===== src/rtl/decoder_pkg.sv =====
// Shared FSM state, mode encodings and the bounded index-to-one-hot helper for scan_decoder.
package decoder_pkg;

    typedef enum logic {
        IDLE = 1'b0,
        SCAN = 1'b1
    } state_t;

    localparam logic MODE_DIRECT = 1'b0;
    localparam logic MODE_SCAN   = 1'b1;

    localparam int ONEHOT_MAX = 64;

    // Callers size-cast the result down to their own bus width.
    function automatic logic [ONEHOT_MAX-1:0] onehot(input int idx, input int n);
        logic [ONEHOT_MAX-1:0] one;
        one = {{(ONEHOT_MAX-1){1'b0}}, 1'b1};
        return (idx >= 0 && idx < n) ? (one << idx) : '0;
    endfunction

endpackage


===== src/rtl/dwell_counter.sv =====
// Loadable down-counter timing how long a scan channel is held; expire flags a zero count while enabled.
module dwell_counter #(
    parameter int DWELL_W = 8
) (
    input  logic               clk,
    input  logic               rst,
    input  logic               clr,
    input  logic               load,
    input  logic               en,
    input  logic [DWELL_W-1:0] load_val,
    output logic               expire
);

    logic [DWELL_W-1:0] count;

    always_ff @(posedge clk or posedge rst) begin
        if (rst) begin
            count <= '0;
        end else if (clr) begin
            count <= '0;
        end else if (load) begin
            count <= load_val;
        end else if (en && count != '0) begin
            count <= count - DWELL_W'(1);
        end
    end

    assign expire = en && (count == '0);

endmodule


===== src/rtl/scan_decoder.sv =====
// Registered one-hot select driver: handshaked direct index load or autonomous dwell-timed scan.
// Build option SCAN_DECODER_MASK_EN adds chan_mask: scan skips masked channels, masked loads flag err.
module scan_decoder
    import decoder_pkg::*;
#(
    parameter int SEL_W   = 3,
    parameter int OUT_N   = 8,
    parameter int DWELL_W = 8
) (
    input  logic               clk,
    input  logic               rst,
    input  logic               mode,
    input  logic [SEL_W-1:0]   Nbit,
    input  logic               load_valid,
    output logic               load_ready,
    input  logic               start,
    input  logic               stop,
    input  logic [DWELL_W-1:0] dwell,
`ifdef SCAN_DECODER_MASK_EN
    input  logic [OUT_N-1:0]   chan_mask,
`endif
    output logic [OUT_N-1:0]   Ndecimal,
    output logic [SEL_W-1:0]   cur_sel,
    output logic               busy,
    output logic               wrap,
    output logic               err
);

    state_t           state;
    logic [OUT_N-1:0] mask;
    logic [OUT_N-1:0] rot;
    logic [OUT_N-1:0] load_hot, first_hot, next_hot;
    logic [SEL_W-1:0] next_idx, first_idx;
    logic             next_wrap, load_bad;
    logic             go_idle, go_scan, advance, expire;

`ifdef SCAN_DECODER_MASK_EN
    assign mask = chan_mask;
`else
    assign mask = '1;
`endif

    // Next enabled channel after cur_sel (descending loop so the nearest offset wins).
    always_comb begin
        rot       = '0;
        next_idx  = cur_sel;
        next_wrap = 1'b0;
        first_idx = '0;
        for (int i = OUT_N; i >= 1; i--) begin
            rot = mask >> ((int'(cur_sel) + i) % OUT_N);
            if (rot[0]) begin
                next_idx  = SEL_W'((int'(cur_sel) + i) % OUT_N);
                next_wrap = (int'(cur_sel) + i) >= OUT_N;
            end
        end
        if (mask == '0) begin
            next_wrap = 1'b1;
        end
        for (int i = OUT_N - 1; i >= 0; i--) begin
            rot = mask >> i;
            if (rot[0]) begin
                first_idx = SEL_W'(i);
            end
        end
    end

    assign load_hot  = OUT_N'(onehot(int'(Nbit), OUT_N)) & mask;
    assign first_hot = OUT_N'(onehot(int'(first_idx), OUT_N)) & mask;
    assign next_hot  = OUT_N'(onehot(int'(next_idx), OUT_N)) & mask;
    assign load_bad  = (load_hot == '0);

    // stop dominates start; an all-masked scan spins every cycle so wrap keeps pulsing.
    assign go_idle = (state == SCAN) && (stop || mode == MODE_DIRECT);
    assign go_scan = !stop && start && (mode == MODE_SCAN);
    assign advance = (state == SCAN) && !go_idle && !go_scan && (expire || mask == '0);

    dwell_counter #(
        .DWELL_W (DWELL_W)
    ) u_dwell (
        .clk      (clk),
        .rst      (rst),
        .clr      (go_idle),
        .load     (go_scan || advance),
        .en       (state == SCAN),
        .load_val (dwell),
        .expire   (expire)
    );

    always_ff @(posedge clk or posedge rst) begin
        if (rst) begin
            state      <= IDLE;
            Ndecimal   <= '0;
            cur_sel    <= '0;
            busy       <= 1'b0;
            wrap       <= 1'b0;
            err        <= 1'b0;
            load_ready <= 1'b1;
        end else begin
            wrap <= 1'b0;
            err  <= 1'b0;
            if (go_idle) begin
                state      <= IDLE;
                Ndecimal   <= '0;
                busy       <= 1'b0;
                load_ready <= 1'b1;
            end else if (go_scan) begin
                state      <= SCAN;
                Ndecimal   <= first_hot;
                cur_sel    <= first_idx;
                busy       <= 1'b1;
                load_ready <= 1'b0;
            end else if (advance) begin
                Ndecimal <= next_hot;
                cur_sel  <= next_idx;
                wrap     <= next_wrap;
            end else if (state == IDLE && load_valid) begin
                Ndecimal <= load_hot;
                cur_sel  <= Nbit;
                err      <= load_bad;
            end
        end
    end

endmodule

===== config.mk =====
export PLATFORM = sky130hd
export DESIGN_NAME = scan_decoder
export DESIGN_NICKNAME = d
export VERILOG_FILES = /design/src/rtl/decoder_pkg.sv /design/src/rtl/dwell_counter.sv /design/src/rtl/scan_decoder.sv
export SDC_FILE = /design/constraint.sdc
export NUM_CORES = 1
export LEC_CHECK = 0
export BUFFER_PORTS_ARGS = -buffer_cell sky130_fd_sc_hd__buf_2
export CAP_MARGIN = 20
export CELL_PAD_IN_SITES_DETAIL_PLACEMENT = 1
export CELL_PAD_IN_SITES_GLOBAL_PLACEMENT = 2
export CORE_UTILIZATION = 35
export CTS_BUF_LIST = sky130_fd_sc_hd__clkbuf_8
export DETAILED_ROUTE_END_ITERATION = 10
export GPL_ROUTABILITY_DRIVEN = 0
export PLACE_DENSITY = 0.87
export SLEW_MARGIN = 10
export SYNTH_ARGS = -nofsm -noshare
export SYNTH_HDL_FRONTEND = slang
export SYNTH_HIERARCHICAL = 1
export SYNTH_SLANG_ARGS = --single-unit

===== constraint.sdc =====
create_clock -name clk -period 3.35 [get_ports clk]
set_input_delay 0.335 -clock clk [delete_from_list [all_inputs] [get_ports clk]]
set_output_delay 0.335 -clock clk [all_outputs]
set_load 0.01 [all_outputs]

* Yosys cells after proc, flatten, opt, wreduce, memory -nomap -nowiden *
Cells that the tools add are included.

operators by class
  add/sub/neg operators = 9
  mux-type cells = 37
  order comparisons = 8
  shift operators = 10
  reductions and logical operators = 30
  bitwise logic cells = 11

operator list
  cell                  count
  $shr 8x32->1 const A  8
  $mux 8                7
  $mux 3                11
  $ge 4x4->1 const B    7
  $reduce_or 3->1       8
  $mux 1                19
  $add 3x3->4 const B   4
  $logic_not 8->1       2
  $shl 1x3->8 const A   2
  $logic_and 1x1->1     9
  $add 3x2->4 const B   2
  $and 1x1->1 const A   8
  $reduce_bool 8->1     1
  $sub 8x1->8 const B   1
  $reduce_bool 3->1     2
  $add 3x4->5 const B   1
  $ge 5x4->1 const B    1
  $add 3x1->4 const B   1
  $reduce_bool 4->1     1
  $logic_not 1->1       3
  $not 1->1             3
  $logic_or 1x1->1      2
  $reduce_and 2->1      1
  $reduce_bool 2->1     1

storage, ports and cells
  bits of input ports = 17
  word-level logic and storage cells = 112
  register bits = 23
  output and inout port bits = 15

* Depth between registers and ports, before layout *
  word-level depth = 16
  gate-level depth with buffers = 10
  gate-level depth less buffers = 9

* Cells and area by module *
The synthesis kept the hierarchy.

modules (own cells, without submodules)
  module         instances  cells each  sequential area each (sq um)  area each (sq um)
  scan_decoder   1          92          376.6                         975.9
  dwell_counter  1          58          200.2                         539.3

* Worst setup path before layout *
Ideal clock, no wire load.

  path type = reg-to-reg
  from = register u_dwell.count[2]
  to = register u_dwell.count[4]
  cell stages (with the launch flop) = 9
  path buffers = 1
  data arrival time = 2.308 ns
  path slack = 0.920 ns
  setup time = 0.122 ns
  data required time = 3.228 ns
  period minus slack after synthesis = 2.430 ns
  path through = dfrtp_1 > nor4_1 > nand3_1 > nor3_1 > a21oi_1 > nor2_1 > clkbuf_1 > o21ai_0 > a32o_1

between the ends
  cells in the longest elaborated chain, start to end = 6
  elaborated cells on any way between the ends = 11
  those cells by class = 1 x add/sub; 3 x mux; 7 x reduce/logical

ends and longest elaborated chain
  what                    RTL line             RTL
  from (decl)             dwell_counter.sv:14  logic [DWELL_W-1:0] count;
  from (signal assigned)  dwell_counter.sv:22  count <= load_val;
  from (signal assigned)  dwell_counter.sv:24  count <= count - DWELL_W'(1);
  $logic_not 8->1 (*)     dwell_counter.sv:28  assign expire = en && (count == '0);
  $logic_and 1x1->1 (*)   dwell_counter.sv:28
  net expire              scan_decoder.sv:35   logic go_idle, go_scan, advance, expire;
  $logic_and 1x1->1 (*)   scan_decoder.sv:75   assign advance = (state == SCAN) && !go_idle && !go_scan && (expire || mask == '0);
  $logic_or 1x1->1 (*)    scan_decoder.sv:83   .load (go_scan || advance),
  $mux 8                  dwell_counter.sv:21  end else if (load) begin
  $mux 8                  dwell_counter.sv:19  end else if (clr) begin

The timed path passes the listed nets; every way through them passes the cells marked *. The select of a mux whose other input is x is not followed.
A chain may end at the register's enable or synchronous reset.

* Final worst setup path *
Same ends and word-level chain as after synthesis.

==> impl_results.md <==
- Die height: 67.8 um
- Layout cell share with drive strength beyond 1: 28.9%
- Buffer and inverter count on the worst path: 1
- EDFF count, synth: 0
- Cell mode on critical path: a21oi_1
- Sw Ratio: a little over a third
- Fraction of registers with async set/reset: between 90% and 100%
- Comb power frac: around a third
- WP data required: 3.56 ns
- Total track usage: between 10% and 20%
- Critical Path Start: u_dwell/count[2]
- Post-DP Area: 1700 um^2
- Max cap viols: 0
- Flip-flop and latch area: between 500 and 600 um^2
- Placed instance count: 226
- Pre-antenna DRT Iters: 4
- P&R area growth vs syn: 15.4%
- Crit path max-delay cell type: nor4_1
- Final hold slack: 0.0166 ns
- Average instance area after synthesis: 10.1 um^2
- Worst-path clk slew: 0.09 ns
- Clock Tree Buf Depth: 2
- Final Non-Filler Cells: 230
- Hold_buf cts: 0
- Setup bufs post-CTS: 0
- Outcome: finished clean
- P per Cell Area: around 500 nW/um^2
- Clk Latency, worst-skew pair: between 0.2 and 0.3 ns
- Largest net degree at the start of global routing: 16
- # DRC: 0
- Fillers: 488
- Initial Util: 37.1%
- Initial antenna violation count: 0
- Setup TNS: 0 ns
- Core area: 4090 um^2
- Top post-synthesis cells by area: dfrtp_1 (36%), mux2i_1 (7.3%), ha_1 (5.0%)
- Setup violations, final: 0
- Pint: 562 uW
- Hold WC Path Type: in -> async
- Synthesized area: roughly 1500 um^2
- Synth top area share: between 30% and 40%
- Period utilization: approximately 84%
- Slew Viols, Final: 0
- Fin area: 1750 um^2
- Number of cell rows: 23
- Start of the worst register-to-register path: u_dwell/count[2]
- Die W: 67.8 um
- Number of port buffers: 31
- Switching pwr: around 320 uW
- Post-layout util: 42.8%
- Drt wl/cell: 16.6 um
- Clk network pwr share: 20.2%
- Setup Skew: 0.00414 ns
- Vias in the first global route: 1,309
- Ant diodes: 0
- Final hold viol count: 0
- Critical path type: reg -> reg
- Total number of H-tree levels: 1
- Post-synthesis cell count: 150
- RSZ-0062 raised after global routing: false
- Via count: 1,266
- Reg power frac: 44.8%
- Largest area contributor in the netlist: dfrtp_1
- Relative slew slack: 59.5%
- Maximum vdd drop: 0.164 mV
- WP data arrival: 3.03 ns
- First-pass GRT wire length: around 6300 um
- Post-Route WL: ~3800 um
- # resized after CTS: 0
- CTS tree: done
- Min Clock Period, post-route: 2.83 ns
- Commonest cells after routing, fill and taps aside: buf_2 (31), dfrtp_1 (22), nand2_1 (15)
- LEAKAGE: between 0.0008 and 0.0009 uW
- Num CTS Buffers: 3
- Yosys cell types: 49
- Crit Path Max Fanout: 7
- IO Count: 32
- Die ar.: 4600 um^2
- Top FF cell, synth: dfrtp_1
- Startpoint types: register
- Critical Path End Type: register
- CP peak stage delay: 0.51 ns
- Multi-input logic area: roughly 860 um^2
- YS warnings: 6
- Clock sinks: 23
- Detailed router's first-iteration violation count: 69
- # nets final: 204
- Post-synthesis net count: 173
- Post-route ant nets: 0
- F_max: 354 MHz
- Clock root buffer: clkbuf_8
- CP top delay family: simple AND/OR/NAND/NOR gates
- Vias/cell: around 5.5
- DP HPWL: 2920 um
- Flops & latches, synth: 23
- Sequential share of the synthesized area: 38.1%
- Commonest non-fill, non-tap cell in the layout: buf_2
- Remaining Overflow, GRT: 0
- CP cell instances: nor4_1 > nand3_1 > nor3_1 > a21oi_1 > nor2_1 > inv_1 > a21oi_1 > a32o_1
- Slew @ Worst Pin: 0.607 ns
-- metrics by stage --
stage	power, uW	worst slack [ns]
detailed placement	711	0.548
CTS	890	0.517
floorplan	617	0.920
finish	882	0.524
global route	940	0.227
global placement	689	0.680
-- flip-flops by register name, indices dropped and copies added, names as in the netlist --
name and cells:
Ndecimal 8, err 1, cur_sel 3, u_dwell/count 8, state 1, load_ready 1, wrap 1
-- worst register-to-register path, cell delays in order (launching register included) --
cell and delay [ns]:
dfrtp_1 0.46, nor4_1 0.51, nand3_1 0.17, nor3_1 0.34
a21oi_1 0.20, nor2_1 0.29, inv_1 0.18, a21oi_1 0.41
a32o_1 0.20
-- worst paths after layout --
| check | end | slack, ns | depth (start not counted) |
|---|---|---|---|
| min in group clk | u_dwell/count[1] | 0.32 | 3 |
| max in group asynchronous | Ndecimal[3] | 2.82 | 2 |
| setup / recovery | u_dwell/count[4] | 0.52 | 8 |
| hold reg to reg | Ndecimal[4] | 0.50 | 1 |
| setup reg to reg | u_dwell/count[4] | 0.52 | 8 |
| hold / removal | u_dwell/count[0] | 0.02 | 2 |
-- cell usage after synthesis, types with 2 or more instances --
master,instances
clkbuf_1,3
buf_6,2
o21ai_0,3
nor3_1,3
o21a_1,2
or3b_1,2
nand3b_1,4
a21o_1,2
mux2i_1,11
a32o_1,5
nand2_1,15
a211oi_1,2
nor2_1,8
a21oi_1,2
nand3_1,4
ha_1,6
a22o_1,7
o41ai_1,3
or3_1,2
inv_1,9
or3_2,2
nor2_4,2
xnor2_1,4
dfrtp_1,22
-- per-layer routing --
layer | vias up | track usage (%) | wire length, um
met2 | 23 | 34.5 | 2030
met5 | - | 0 | 0
met4 | 0 | 5.73 | 33
met3 | 4 | 2.70 | 109
met1 | 633 | 21.7 | 1630
li1 | 606 | - | -
-- power by group through the flow --
stage | clock [uW] | sequential, uW | combinational, uW
detailed placement | 0 | 400 | 311
finish | 178 | 395 | 309
global placement | 0 | 395 | 294
global route | 194 | 402 | 344
floorplan | 0 | 390 | 226
CTS | 184 | 394 | 312
-- cells by family after synthesis --
| kind of cell | share of synthesized area, % |
|---|---|
| other | 0.247 |
| multiplexers | 7.27 |
| AO/OA/AOI/OAI | 20.0 |
| adder cells (fa/ha/maj) | 4.95 |
| XOR/XNOR | 2.89 |
| buffers and inverters | 5.04 |
| AND/OR/NAND/NOR | 21.6 |
| flip-flops | 38.1 |
-- area by class of cell --
| type | instances | share of cell area [%] |
|---|---|---|
| clock inverters | 1 | 0.286 |
| repair buffers | 32 | 9.31 |
| clock buffers | 3 | 2.36 |
| well taps | 50 | 3.58 |
| flip-flops and latches | 23 | 33.0 |
| multi-input cells | 111 | 49.3 |
| inverters | 10 | 2.15 |
Power figures use the tool's default switching activity.
